===== src/rtl/ctrl_pkg.sv =====
// ctrl_pkg: shared types and constants for the RV32 control unit.
//   aluop_t       - ALU operation code carried to EX
//   alusrc_t      - ALU operand-B select (rs2 / imm / zero)
//   regsel_t      - writeback mux select (ALU / GPIO in / imm)
//   div_state_t   - divide stall FSM states (only used with CTRL_MEXT_EN)
//   ctrl_bundle_t - full decoded control word, BUBBLE is its all-zero value
package ctrl_pkg;

    localparam logic [6:0] OPC_OP     = 7'b0110011;
    localparam logic [6:0] OPC_OPIMM  = 7'b0010011;
    localparam logic [6:0] OPC_LUI    = 7'b0110111;
    localparam logic [6:0] OPC_SYSTEM = 7'b1110011;

    localparam logic [2:0] F3_CSRRW = 3'b001;

    localparam logic [6:0] F7_BASE = 7'b0000000;
    localparam logic [6:0] F7_ALT  = 7'b0100000;
    localparam logic [6:0] F7_MEXT = 7'b0000001;

    typedef enum logic [3:0] {
        AluAnd    = 4'b0000,
        AluXor    = 4'b0001,
        AluOr     = 4'b0010,
        AluAdd    = 4'b0011,
        AluSub    = 4'b0100,
        AluSll    = 4'b0101,
        AluSrl    = 4'b0110,
        AluSra    = 4'b0111,
        AluSlt    = 4'b1000,
        AluSltu   = 4'b1001,
        AluMul    = 4'b1010,
        AluMulh   = 4'b1011,
        AluMulhsu = 4'b1100,
        AluMulhu  = 4'b1101,
        AluDiv    = 4'b1110,
        AluRem    = 4'b1111
    } aluop_t;

    typedef enum logic [1:0] {
        AluSrcRs2  = 2'b00,
        AluSrcImm  = 2'b01,
        AluSrcZero = 2'b10
    } alusrc_t;

    typedef enum logic [1:0] {
        RegSelAlu  = 2'b00,
        RegSelGpio = 2'b01,
        RegSelImm  = 2'b10
    } regsel_t;

    typedef enum logic {
        StIdle = 1'b0,
        StBusy = 1'b1
    } div_state_t;

    typedef struct packed {
        alusrc_t     alusrc;
        aluop_t      aluop;
        logic        div_signed;
        logic        regwrite;
        regsel_t     regsel;
        logic        gpio_we;
        logic [4:0]  rd;
        logic [31:0] imm;
        logic        illegal;
    } ctrl_bundle_t;

    localparam ctrl_bundle_t BUBBLE = '0;

    function automatic logic is_divide(aluop_t op);
        return (op == AluDiv) || (op == AluRem);
    endfunction

endpackage


===== src/rtl/ctrl_decode.sv =====
// ctrl_decode: purely combinational RV32I (+ optional M) decoder.
//   instr - instruction word entering EX
//   ctrl  - decoded control bundle; illegal encodings give BUBBLE with illegal=1
// Build option: CTRL_MEXT_EN enables decoding of funct7=0000001 (MUL..REMU).
module ctrl_decode
    import ctrl_pkg::*;
#(
    parameter logic [11:0] CSR_IO_IN  = 12'hF00,
    parameter logic [11:0] CSR_IO_OUT = 12'hF02
) (
    input  logic [31:0]  instr,
    output ctrl_bundle_t ctrl
);

    logic [6:0]  opcode;
    logic [2:0]  funct3;
    logic [6:0]  funct7;
    logic [4:0]  rd;
    logic [31:0] imm_i;
    logic [31:0] imm_u;
    logic        legal;
    ctrl_bundle_t c;

    assign opcode = instr[6:0];
    assign rd     = instr[11:7];
    assign funct3 = instr[14:12];
    assign funct7 = instr[31:25];
    assign imm_i  = {{20{instr[31]}}, instr[31:20]};
    assign imm_u  = {instr[31:12], 12'b0};

    always_comb begin
        c     = BUBBLE;
        legal = 1'b0;
        c.rd  = rd;
        case (opcode)
            OPC_OP: begin
                c.regwrite = 1'b1;
                c.alusrc   = AluSrcRs2;
                c.regsel   = RegSelAlu;
                if (funct7 == F7_BASE) begin
                    legal = 1'b1;
                    case (funct3)
                        3'b000:  c.aluop = AluAdd;
                        3'b001:  c.aluop = AluSll;
                        3'b010:  c.aluop = AluSlt;
                        3'b011:  c.aluop = AluSltu;
                        3'b100:  c.aluop = AluXor;
                        3'b101:  c.aluop = AluSrl;
                        3'b110:  c.aluop = AluOr;
                        default: c.aluop = AluAnd;
                    endcase
                end else if (funct7 == F7_ALT) begin
                    if (funct3 == 3'b000) begin
                        legal   = 1'b1;
                        c.aluop = AluSub;
                    end else if (funct3 == 3'b101) begin
                        legal   = 1'b1;
                        c.aluop = AluSra;
                    end
                end
`ifdef CTRL_MEXT_EN
                else if (funct7 == F7_MEXT) begin
                    legal = 1'b1;
                    case (funct3)
                        3'b000: c.aluop = AluMul;
                        3'b001: c.aluop = AluMulh;
                        3'b010: c.aluop = AluMulhsu;
                        3'b011: c.aluop = AluMulhu;
                        3'b100: begin c.aluop = AluDiv; c.div_signed = 1'b1; end
                        3'b101: c.aluop = AluDiv;
                        3'b110: begin c.aluop = AluRem; c.div_signed = 1'b1; end
                        default: c.aluop = AluRem;
                    endcase
                end
`endif
            end
            OPC_OPIMM: begin
                c.regwrite = 1'b1;
                c.alusrc   = AluSrcImm;
                c.regsel   = RegSelAlu;
                c.imm      = imm_i;
                legal      = 1'b1;
                case (funct3)
                    3'b000: c.aluop = AluAdd;
                    3'b010: c.aluop = AluSlt;
                    3'b011: c.aluop = AluSltu;
                    3'b100: c.aluop = AluXor;
                    3'b110: c.aluop = AluOr;
                    3'b111: c.aluop = AluAnd;
                    3'b001: begin
                        c.aluop = AluSll;
                        legal   = (funct7 == F7_BASE);
                    end
                    default: begin
                        // funct3=101: bit 30 picks SRAI; only the two exact funct7 forms are legal
                        c.aluop = instr[30] ? AluSra : AluSrl;
                        legal   = (funct7 == F7_BASE) || (funct7 == F7_ALT);
                    end
                endcase
            end
            OPC_LUI: begin
                c.regwrite = 1'b1;
                c.alusrc   = AluSrcZero;
                c.aluop    = AluAdd;
                c.regsel   = RegSelImm;
                c.imm      = imm_u;
                legal      = 1'b1;
            end
            OPC_SYSTEM: begin
                if (funct3 == F3_CSRRW) begin
                    if (instr[31:20] == CSR_IO_IN) begin
                        c.regwrite = 1'b1;
                        c.regsel   = RegSelGpio;
                        legal      = 1'b1;
                    end else if (instr[31:20] == CSR_IO_OUT) begin
                        c.gpio_we = 1'b1;
                        legal     = 1'b1;
                    end
                end
            end
            default: legal = 1'b0;
        endcase

        if (!legal) begin
            c         = BUBBLE;
            c.illegal = 1'b1;
        end
        if (c.rd == 5'd0) begin
            c.regwrite = 1'b0;
        end
        ctrl = c;
    end

endmodule


===== src/rtl/ctrl_pipe_unit.sv =====
// ctrl_pipe_unit: control unit for the 3-stage RV32 core (IF | EX | WB).
// Decodes instr_i, registers the control bundle into EX and WB stages, and stalls
// IF/EX while a multicycle divide occupies EX.
// Ports:
//   clk, rst_n (synchronous, active-low)
//   instr_i, instr_valid_i, flush_i            - instruction entering EX, bubble, squash
//   alusrc_EX .. illegal_EX                    - EX-stage control outputs
//   stall_o                                    - hold IF and EX
//   regwrite_WB, regsel_WB, rd_WB              - WB-stage control outputs
// Build option: CTRL_MEXT_EN adds M-extension decode and the divide stall FSM;
// without it stall_o and div_signed_EX are constant 0.
module ctrl_pipe_unit
    import ctrl_pkg::*;
#(
    parameter int unsigned XLEN        = 32,
    parameter int unsigned DIV_LATENCY = 33,
    parameter logic [11:0] CSR_IO_IN   = 12'hF00,
    parameter logic [11:0] CSR_IO_OUT  = 12'hF02
) (
    input  logic            clk,
    input  logic            rst_n,
    input  logic [31:0]     instr_i,
    input  logic            instr_valid_i,
    input  logic            flush_i,
    output logic [1:0]      alusrc_EX,
    output logic [3:0]      aluop_EX,
    output logic            div_signed_EX,
    output logic            regwrite_EX,
    output logic [1:0]      regsel_EX,
    output logic            gpio_we_EX,
    output logic [4:0]      rd_EX,
    output logic [XLEN-1:0] imm_EX,
    output logic            illegal_EX,
    output logic            stall_o,
    output logic            regwrite_WB,
    output logic [1:0]      regsel_WB,
    output logic [4:0]      rd_WB
);

    ctrl_bundle_t dec;
    ctrl_bundle_t ex_q;
    logic         wb_regwrite_q;
    regsel_t      wb_regsel_q;
    logic [4:0]   wb_rd_q;
    logic         stall;

    ctrl_decode #(
        .CSR_IO_IN  (CSR_IO_IN),
        .CSR_IO_OUT (CSR_IO_OUT)
    ) u_decode (
        .instr (instr_i),
        .ctrl  (dec)
    );

`ifdef CTRL_MEXT_EN
    localparam int unsigned CNT_W = (DIV_LATENCY > 2) ? $clog2(DIV_LATENCY - 1) : 1;
    localparam logic [CNT_W-1:0] CNT_INIT = (DIV_LATENCY > 1) ? CNT_W'(DIV_LATENCY - 2) : '0;

    div_state_t       state_q, state_d;
    logic [CNT_W-1:0] cnt_q, cnt_d;

    always_ff @(posedge clk) begin
        if (!rst_n) begin
            state_q <= StIdle;
            cnt_q   <= '0;
        end else begin
            state_q <= state_d;
            cnt_q   <= cnt_d;
        end
    end

    always_comb begin
        state_d = state_q;
        cnt_d   = cnt_q;
        if (flush_i) begin
            state_d = StIdle;
            cnt_d   = '0;
        end else begin
            unique case (state_q)
                StIdle: begin
                    // Only a divide actually loaded into EX (stall is 0 in IDLE) starts the count
                    if ((DIV_LATENCY > 1) && instr_valid_i && is_divide(dec.aluop)) begin
                        state_d = StBusy;
                        cnt_d   = CNT_INIT;
                    end
                end
                StBusy: begin
                    if (cnt_q == '0) begin
                        state_d = StIdle;
                    end else begin
                        cnt_d = cnt_q - CNT_W'(1);
                    end
                end
                default: state_d = StIdle;
            endcase
        end
    end

    assign stall = (state_q == StBusy);
`else
    assign stall = 1'b0;
`endif

    always_ff @(posedge clk) begin
        if (!rst_n) begin
            ex_q <= BUBBLE;
        end else if (flush_i || !stall) begin
            ex_q <= (flush_i || !instr_valid_i) ? BUBBLE : dec;
        end
    end

    // During a stall WB takes bubbles so the held divide retires exactly once
    always_ff @(posedge clk) begin
        if (!rst_n || stall) begin
            wb_regwrite_q <= 1'b0;
            wb_regsel_q   <= RegSelAlu;
            wb_rd_q       <= 5'd0;
        end else begin
            wb_regwrite_q <= ex_q.regwrite;
            wb_regsel_q   <= ex_q.regsel;
            wb_rd_q       <= ex_q.rd;
        end
    end

    assign alusrc_EX     = ex_q.alusrc;
    assign aluop_EX      = ex_q.aluop;
    // Decoder only sets div_signed with CTRL_MEXT_EN, so this is constant 0 otherwise
    assign div_signed_EX = ex_q.div_signed;
    assign regwrite_EX   = ex_q.regwrite;
    assign regsel_EX     = ex_q.regsel;
    assign gpio_we_EX    = ex_q.gpio_we;
    assign rd_EX         = ex_q.rd;
    assign imm_EX        = XLEN'($signed(ex_q.imm));
    assign illegal_EX    = ex_q.illegal;
    assign stall_o       = stall;
    assign regwrite_WB   = wb_regwrite_q;
    assign regsel_WB     = wb_regsel_q;
    assign rd_WB         = wb_rd_q;

endmodule


===== config.mk =====
export PLATFORM = sky130hd
export DESIGN_NAME = ctrl_pipe_unit
export DESIGN_NICKNAME = d
export VERILOG_FILES = /design/src/rtl/ctrl_pkg.sv /design/src/rtl/ctrl_decode.sv /design/src/rtl/ctrl_pipe_unit.sv
export SDC_FILE = /design/constraint.sdc
export NUM_CORES = 1
export LEC_CHECK = 0
export CORE_UTILIZATION = 40
export CTS_CLUSTER_DIAMETER = 120
export DETAILED_ROUTE_END_ITERATION = 10
export GPL_TIMING_DRIVEN = 0
export PLACE_DENSITY = 0.75
export SETUP_SLACK_MARGIN = 0.5
export SLEW_MARGIN = 40
export SYNTH_ARGS = -nofsm -noshare
export SYNTH_HDL_FRONTEND = slang
export SYNTH_SLANG_ARGS = --single-unit

===== constraint.sdc =====
create_clock -name clk -period 2.75 [get_ports clk]
set_clock_uncertainty 0.1 [all_clocks]
set_input_delay 0.825 -clock clk [delete_from_list [all_inputs] [get_ports clk]]
set_output_delay 0.825 -clock clk [all_outputs]
set_load 0.01 [all_outputs]

==> impl_results.md, run 1 <==
* Max-cap viol count at 0
* Via count at 1824
* Max FO, Critical Path at 5
* GRT Total Usage at 0.2082
* Total Wirelength at 5244 um
* Peak supply drop at 0.0002611 V
* Via/cell ratio at 5.039
* Leakage at 1.240 nW
* WS Path Type: input pin to register
* Cts hold-fix bufs at 0
* Die Height at 71.61 um
* Global-route wire length before repair at 8142 um
* DR iter-0 viols at 45
* Crit path required time at 2.90 ns
* Critical Path Max Stage Delay at 0.57 ns
* Hold Path Origin: rd_EX[2]
* Post-Syn Area per Cell at 9.888 sq um
* Starting density of the core at 0.4303
* Final min period at 2.386 ns
* Nets at 345
* Worst-margin pin slew at 0.6705 ns
* Pre-CTS WS at -0.5843 ns
* Area grow syn2layout at 69.72%
* Core footprint at 4504 sq um
* Synth Warn # at 0
* Cells after synthesis at 196
* R2R Setup Slk at 2.08 ns
* Post-Route Setup TNS at 0 ns
* I/O pin total at 94
* CTS sink cnt at 55
* Clock Pin Slew Worst Setup and Hold Paths at 0.09 ns
* RSZ-0062 raised after global routing: true
* Hold EP: rd_WB[2]
* Storage cell area at 1102 sq um
* Max_slew headroom at 0.5530
* H-tree levels at 2
* CTS tree: yes
* Critical path capture point type: register
* WL/cell at 14.49 um
* Pwr Density at 406.9 nW/um^2
* Multi-input logic area at 894.6 sq um
* Area contributors post-synth: dfxtp_1, a21oi_1, nand2_1
* Worst Hold Class: register to register
* Outcome: finished clean
* CP top delay family: simple AND/OR/NAND/NOR gates
* Critical-path cell list: buf_8, and2b_2, nand3b_1, or4_4, buf_6, a41oi_4, clkbuf_8, and3_4
* # fillers at 363
* Fraction of registers with async set/reset at 0
* Most common cell in the netlist: dfxtp_1
* Clock root cell: clkbuf_8
* Slew Viols, Final at 0
* Slowest CP cell: or4_4
* Std-Cell Rows at 24
* Reg-to-reg startpoint: regsel_EX[0]
* Worst reg-to-reg path cell count at 1
* Largest net degree at the start of global routing at 18
* Detail Placement HPWL at 3679 um
* Startpoint Class: input pin
* Clock share of power at 0.329
* Setup crit start: instr_i[13]
* Leading area contributor after synthesis: dfxtp_1
* Drt pass-1 iters at 4
* Hold depth at 1
* Max Freq at 419.1 MHz
* RePlAce Congestion at 0.8631
* Total gr overflow at 0
* Fin util at 0.7303
* Register bit total from synthesis at 55
* Layout cell share with drive strength beyond 1 at 0.2516
* Tcrit/Tclk final at 0.8677
* Worst path bufs/invs at 3
* ANT cells at 0
* Yosys top cell area share at 0.5681
* ANT nets after route at 0
* Sw frac at 0.2265
* Final worst slack at 0.3637 ns
* Initial antenna violation count at 0
* Flop pwr share at 0.595
* Clk buf depth at 2
* Top cells by count, synth: dfxtp_1, a21oi_1, nand2_1, and2_1, and3_1
* Post-route DRC at 0
* IO Port Bufs at 89
* TritonCTS buffer count at 5
* Arrival time at the worst endpoint at 2.54 ns
* Vias in the first global route at 1759
* Synth Flop Type: dfxtp_1
* Synthesized cell area at 1938 sq um
* Die area at 5127 sq um
* Fin Hold WS at 0.3673 ns
* Clk Latency, worst-skew pair at 0.30 ns
* Worst flop-to-flop path endpoint: regsel_WB[0]
* P_int at 0.001035 W
* Post-synth EDFFs at 0
* Die W at 71.61 um
* Setup Viol. Count Final at 0
* Final Hold Viols at 0
* Logic pwr share at 0.076
* Cell variety after synth at 39
* Sw power at 0.0003031 W
* Sequential share of the synthesized area at 0.5681
==> layout make-up <==
type / count / share of cell area
Inverter: 1 / 0.001141
Sequential cell: 55 / 0.3351
Timing Repair Buffer: 105 / 0.3111
Clock buffer: 6 / 0.02206
Tap cell: 52 / 0.01978
Multi-Input combinational cell: 127 / 0.2720
Clock inverter: 2 / 0.004945
Buffer: 14 / 0.03385
==> cells in the final DEF, fill, tap and decap left out, drive strengths merged, types with 5 or more instances in the layout <==
master	synthesis	routed
clkdlybuf4s50	0	70
dfxtp	55	55
buf	7	34
a21oi	24	24
nand2	22	22
clkbuf	7	14
and2	13	13
and3	12	12
nor2	8	8
nor3	6	6
nand2b	5	5
==> worst max-delay path by stage <==
stage / to / slack (ns) / depth (start not counted)
floorplan: aluop_EX[3] / 0.30 / 6
global placement: imm_EX[9] / -0.47 / 7
detailed placement: imm_EX[9] / -0.58 / 7
CTS: aluop_EX[3] / 0.39 / 7
global route: imm_EX[10] / 0.29 / 8
finish: imm_EX[10] / 0.36 / 8
==> cell families (layout without fill, tap and decap cells) <==
| kind of cell | count (synthesis) | in the layout | share of synthesized area |
|---|---|---|---|
| AO/OA/AOI/OAI | 34 | 34 | 0.1039 |
| XOR/XNOR | 1 | 1 | 0.004520 |
| buffers and inverters | 15 | 128 | 0.04776 |
| flip-flops | 55 | 55 | 0.5681 |
| other | 1 | 2 | 0.001935 |
| AND/OR/NAND/NOR | 90 | 90 | 0.2737 |
==> metal layers <==
| metal | vias up | GRT usage | wire (um) |
|---|---|---|---|
| met5 | - | 0 | 0 |
| met4 | 0 | 0.08061 | 62 |
| met3 | 9 | 0.07595 | 521 |
| met2 | 83 | 0.3417 | 2443 |
| met1 | 837 | 0.2493 | 2217 |
| li1 | 895 | - | - |
==> sequential cells by signal, indices dropped and copies added, names as in the netlist <==
| name | flops |
|---|---|
| rd_WB | 5 |
| regwrite_WB | 1 |
| gpio_we_EX | 1 |
| rd_EX | 5 |
| regwrite_EX | 1 |
| alusrc_EX | 2 |
| illegal_EX | 1 |
| imm_EX | 32 |
| aluop_EX | 4 |
| regsel_WB | 2 |
| regsel_EX | 1 |
==> per-stage QoR <==
stage / total power, W / area (sq um) / std cells
floorplan: 0.0008434 / 2002 / 197
global placement: 0.0009103 / 2958 / 338
detailed placement: 0.0009119 / 2958 / 338
CTS: 0.001353 / 3263 / 360
global route: 0.001396 / 3289 / 362
finish: 0.001338 / 3289 / 362
==> power by group through the flow <==
stage               clock, W  sequential, W  combinational [W]
floorplan                  0       0.000816          0.0000277
global placement           0       0.000815          0.0000951
detailed placement         0       0.000815          0.0000967
CTS                 0.000458       0.000797          0.0000984
global route        0.000489       0.000797           0.000109
finish              0.000440       0.000797           0.000102
==> timing repair <==
item,CTS,global route
buffers inserted,10,2
setup endpoints to repair,46,45
pin swaps,14,7
gates resized for setup,89,8
gates cloned,4,0
Power figures use the tool's default switching activity.
==> run 2: changes to the inputs <==
CTS_BUF_LIST = sky130_fd_sc_hd__clkbuf_16   (was unset)
GPL_TIMING_DRIVEN = unset   (was 0)
==> run 2 against run 1 <==
Net effect:
- worst hold slack worse by 0.0043 ns
- final area is 4.7% higher
- total power is 15% higher
- critical path type unchanged
==> impl_results.md, run 2 (synthesized netlist as in run 1, its figures left out) <==
* Outcome: finished clean
* ANT nets after route at 0 (unchanged)
* I/O pin total at 94 (unchanged)
* Arrival time at the worst endpoint at 2.55 ns (about the same)
* R2R Setup Slk at 2.07 ns (about the same)
* CP top delay family: simple AND/OR/NAND/NOR gates
* Startpoint Class: input pin
* RePlAce Congestion at 0.8918 (+3.3%)
* Initial antenna violation count at 0 (unchanged)
* Slew Viols, Final at 0 (unchanged)
* Final min period at 2.411 ns (+0.02483 ns)
* Pre-CTS WS at -0.2682 ns (+0.3160 ns)
* Via/cell ratio at 4.997 (-0.82%)
* Critical-path cell list: dlygate4sd2_1, nor2b_4, nand3b_1, or4_4, buf_6, a41oi_4, buf_12, and3_4
* TritonCTS buffer count at 5 (unchanged)
* Crit path required time at 2.89 ns (about the same)
* CTS sink cnt at 55 (unchanged)
* IO Port Bufs at 91 (+2.2%)
* Clk buf depth at 2 (unchanged)
* Largest net degree at the start of global routing at 22 (+4)
* H-tree levels at 2 (unchanged)
* # fillers at 323 (-11%)
* Layout cell share with drive strength beyond 1 at 0.2531 (+0.001474)
* Total gr overflow at 0 (unchanged)
* P_int at 0.001207 W (+17%)
* Starting density of the core at 0.4303 (unchanged)
* Worst Hold Class: register to register
* ANT cells at 0 (unchanged)
* Max-cap viol count at 0 (unchanged)
* Slowest CP cell: or4_4
* Grt met1 use at 0.2685 (+0.01919)
* GRT Total Usage at 0.2147 (+0.006555)
* Clock share of power at 0.406 (+0.077)
* Clock root cell: clkbuf_16
* Fin Hold WS at 0.3629 ns (-0.004332 ns)
* Vias in the first global route at 1836 (+4.4%)
* Global-route wire length before repair at 8397 um (+3.1%)
* Via count at 1879 (+3.0%)
* Std-Cell Rows at 24 (unchanged)
* Met3 Use GR at 0.06751 (-0.008439)
* Logic pwr share at 0.078 (+0.002)
* GRT busiest layer: met2
* WL/cell at 14.18 um (-2.1%)
* Post-route DRC at 0 (unchanged)
* Peak supply drop at 0.0003719 V (+42%)
* Pwr Density at 448.6 nW/um^2 (+10%)
* Layout Cells excl Fill at 376 (+3.9%)
* Final Hold Viols at 0 (unchanged)
* WS Path Type: input pin to register
* RSZ-0062 raised after global routing: true
* Die Height at 71.61 um (unchanged)
* Sw power at 0.0003371 W (+11%)
* Sw frac at 0.2183 (-0.008192)
* Critical Path Max Stage Delay at 0.56 ns (about the same)
* Most frequent cells in the layout: clkdlybuf4s50_1, dfxtp_1, buf_4
* Clk Latency, worst-skew pair at 0.29 ns (about the same)
* Leakage at 1.356 nW (+9.4%)
* Worst path bufs/invs at 3 (unchanged)
* Final worst slack at 0.3389 ns (-0.02483 ns)
* Commonest non-fill, non-tap cell in the layout: clkdlybuf4s50_1
* Cts hold-fix bufs at 0 (unchanged)
* Flop pwr share at 0.516 (-0.079)
* Max FO, Critical Path at 8 (+3)
* Total Wirelength at 5331 um (+1.7%)
* Pwr Total at 0.001545 W (+15%)
* CTS tree: yes
* Max reg flops at 32 (unchanged)
* Setup Viol. Count Final at 0 (unchanged)
* Max Freq at 414.7 MHz (-1.0%)
* Nets at 359 (+4.1%)
* Critical path capture point type: register
* Area grow syn2layout at 77.66%
* Placed cells at 362 (+7.1%)
* Die W at 71.61 um (unchanged)
* Grt met2 use at 0.3543 (+0.01258)
* DR iter-0 viols at 63 (+40%)
* Die area at 5127 sq um (unchanged)
* Drt pass-1 iters at 4 (unchanged)
* Core footprint at 4504 sq um (unchanged)
* Clock Pin Slew Worst Setup and Hold Paths at 0.07 ns (-0.02 ns)
* Detail Placement HPWL at 3825 um (+4.0%)
* Tcrit/Tclk final at 0.8768 (+0.009030)
## run 2: power groups by stage
stage / Sequential, W / Clock (W) / Combinational, W
5_1_grt: 0.000796 / 0.000675 / 0.000129
3_5_place_dp: 0.000815 / 0 / 0.000121
3_3_place_gp: 0.000815 / 0 / 0.000120
4_1_cts: 0.000796 / 0.000645 / 0.000119
2_1_floorplan: 0.000816 / 0 / 0.0000277
6_report: 0.000797 / 0.000627 / 0.000121
## run 2: area by class of cell
class	instances	area, sq um	area share
Tap cell	52	65.06	0.01890
Inverter	1	3.754	0.001090
Timing Repair Buffer	133	1264	0.3670
Sequential cell	55	1101	0.3198
Multi-Input combinational cell	127	862.1	0.2504
Clock inverter	3	22.52	0.006541
Clock buffer	5	125.1	0.03634
## run 2: per-stage QoR
step                area (sq um)    util  TNS [ns]
floorplan                   2002       -         0
global placement            3196  0.7094    -8.905
CTS                         3432  0.7619         0
global route                3443  0.7644         0
detailed placement          3196  0.7094    -10.21
finish                      3443  0.7644         0
## run 2: layer usage
layer / vias up / part of all wire
met5: - / 0
met4: 0 / 0.010
met3: 7 / 0.083
met2: 82 / 0.46
met1: 865 / 0.45
li1: 925 / -
## run 2: path summary, 6_finish.rpt
| check | from | to | depth (start not counted) |
|---|---|---|---|
| setup / recovery | instr_i[5] | imm_EX[8] | 8 |
| hold / removal | rd_EX[2] | rd_WB[2] | 1 |
| setup reg to reg | alusrc_EX[1] | regsel_WB[1] | 1 |
| hold reg to reg | rd_EX[2] | rd_WB[2] | 1 |
## run 2: what timing repair did
item | 4_1_cts | 5_1_grt
pin swaps | 11 | 8
gates cloned | 1 | 0
resized for setup | 59 | 5
endpoints found under the hold margin | 0 | 0
setup buffers | 3 | 2
setup endpoints to repair | 46 | 44
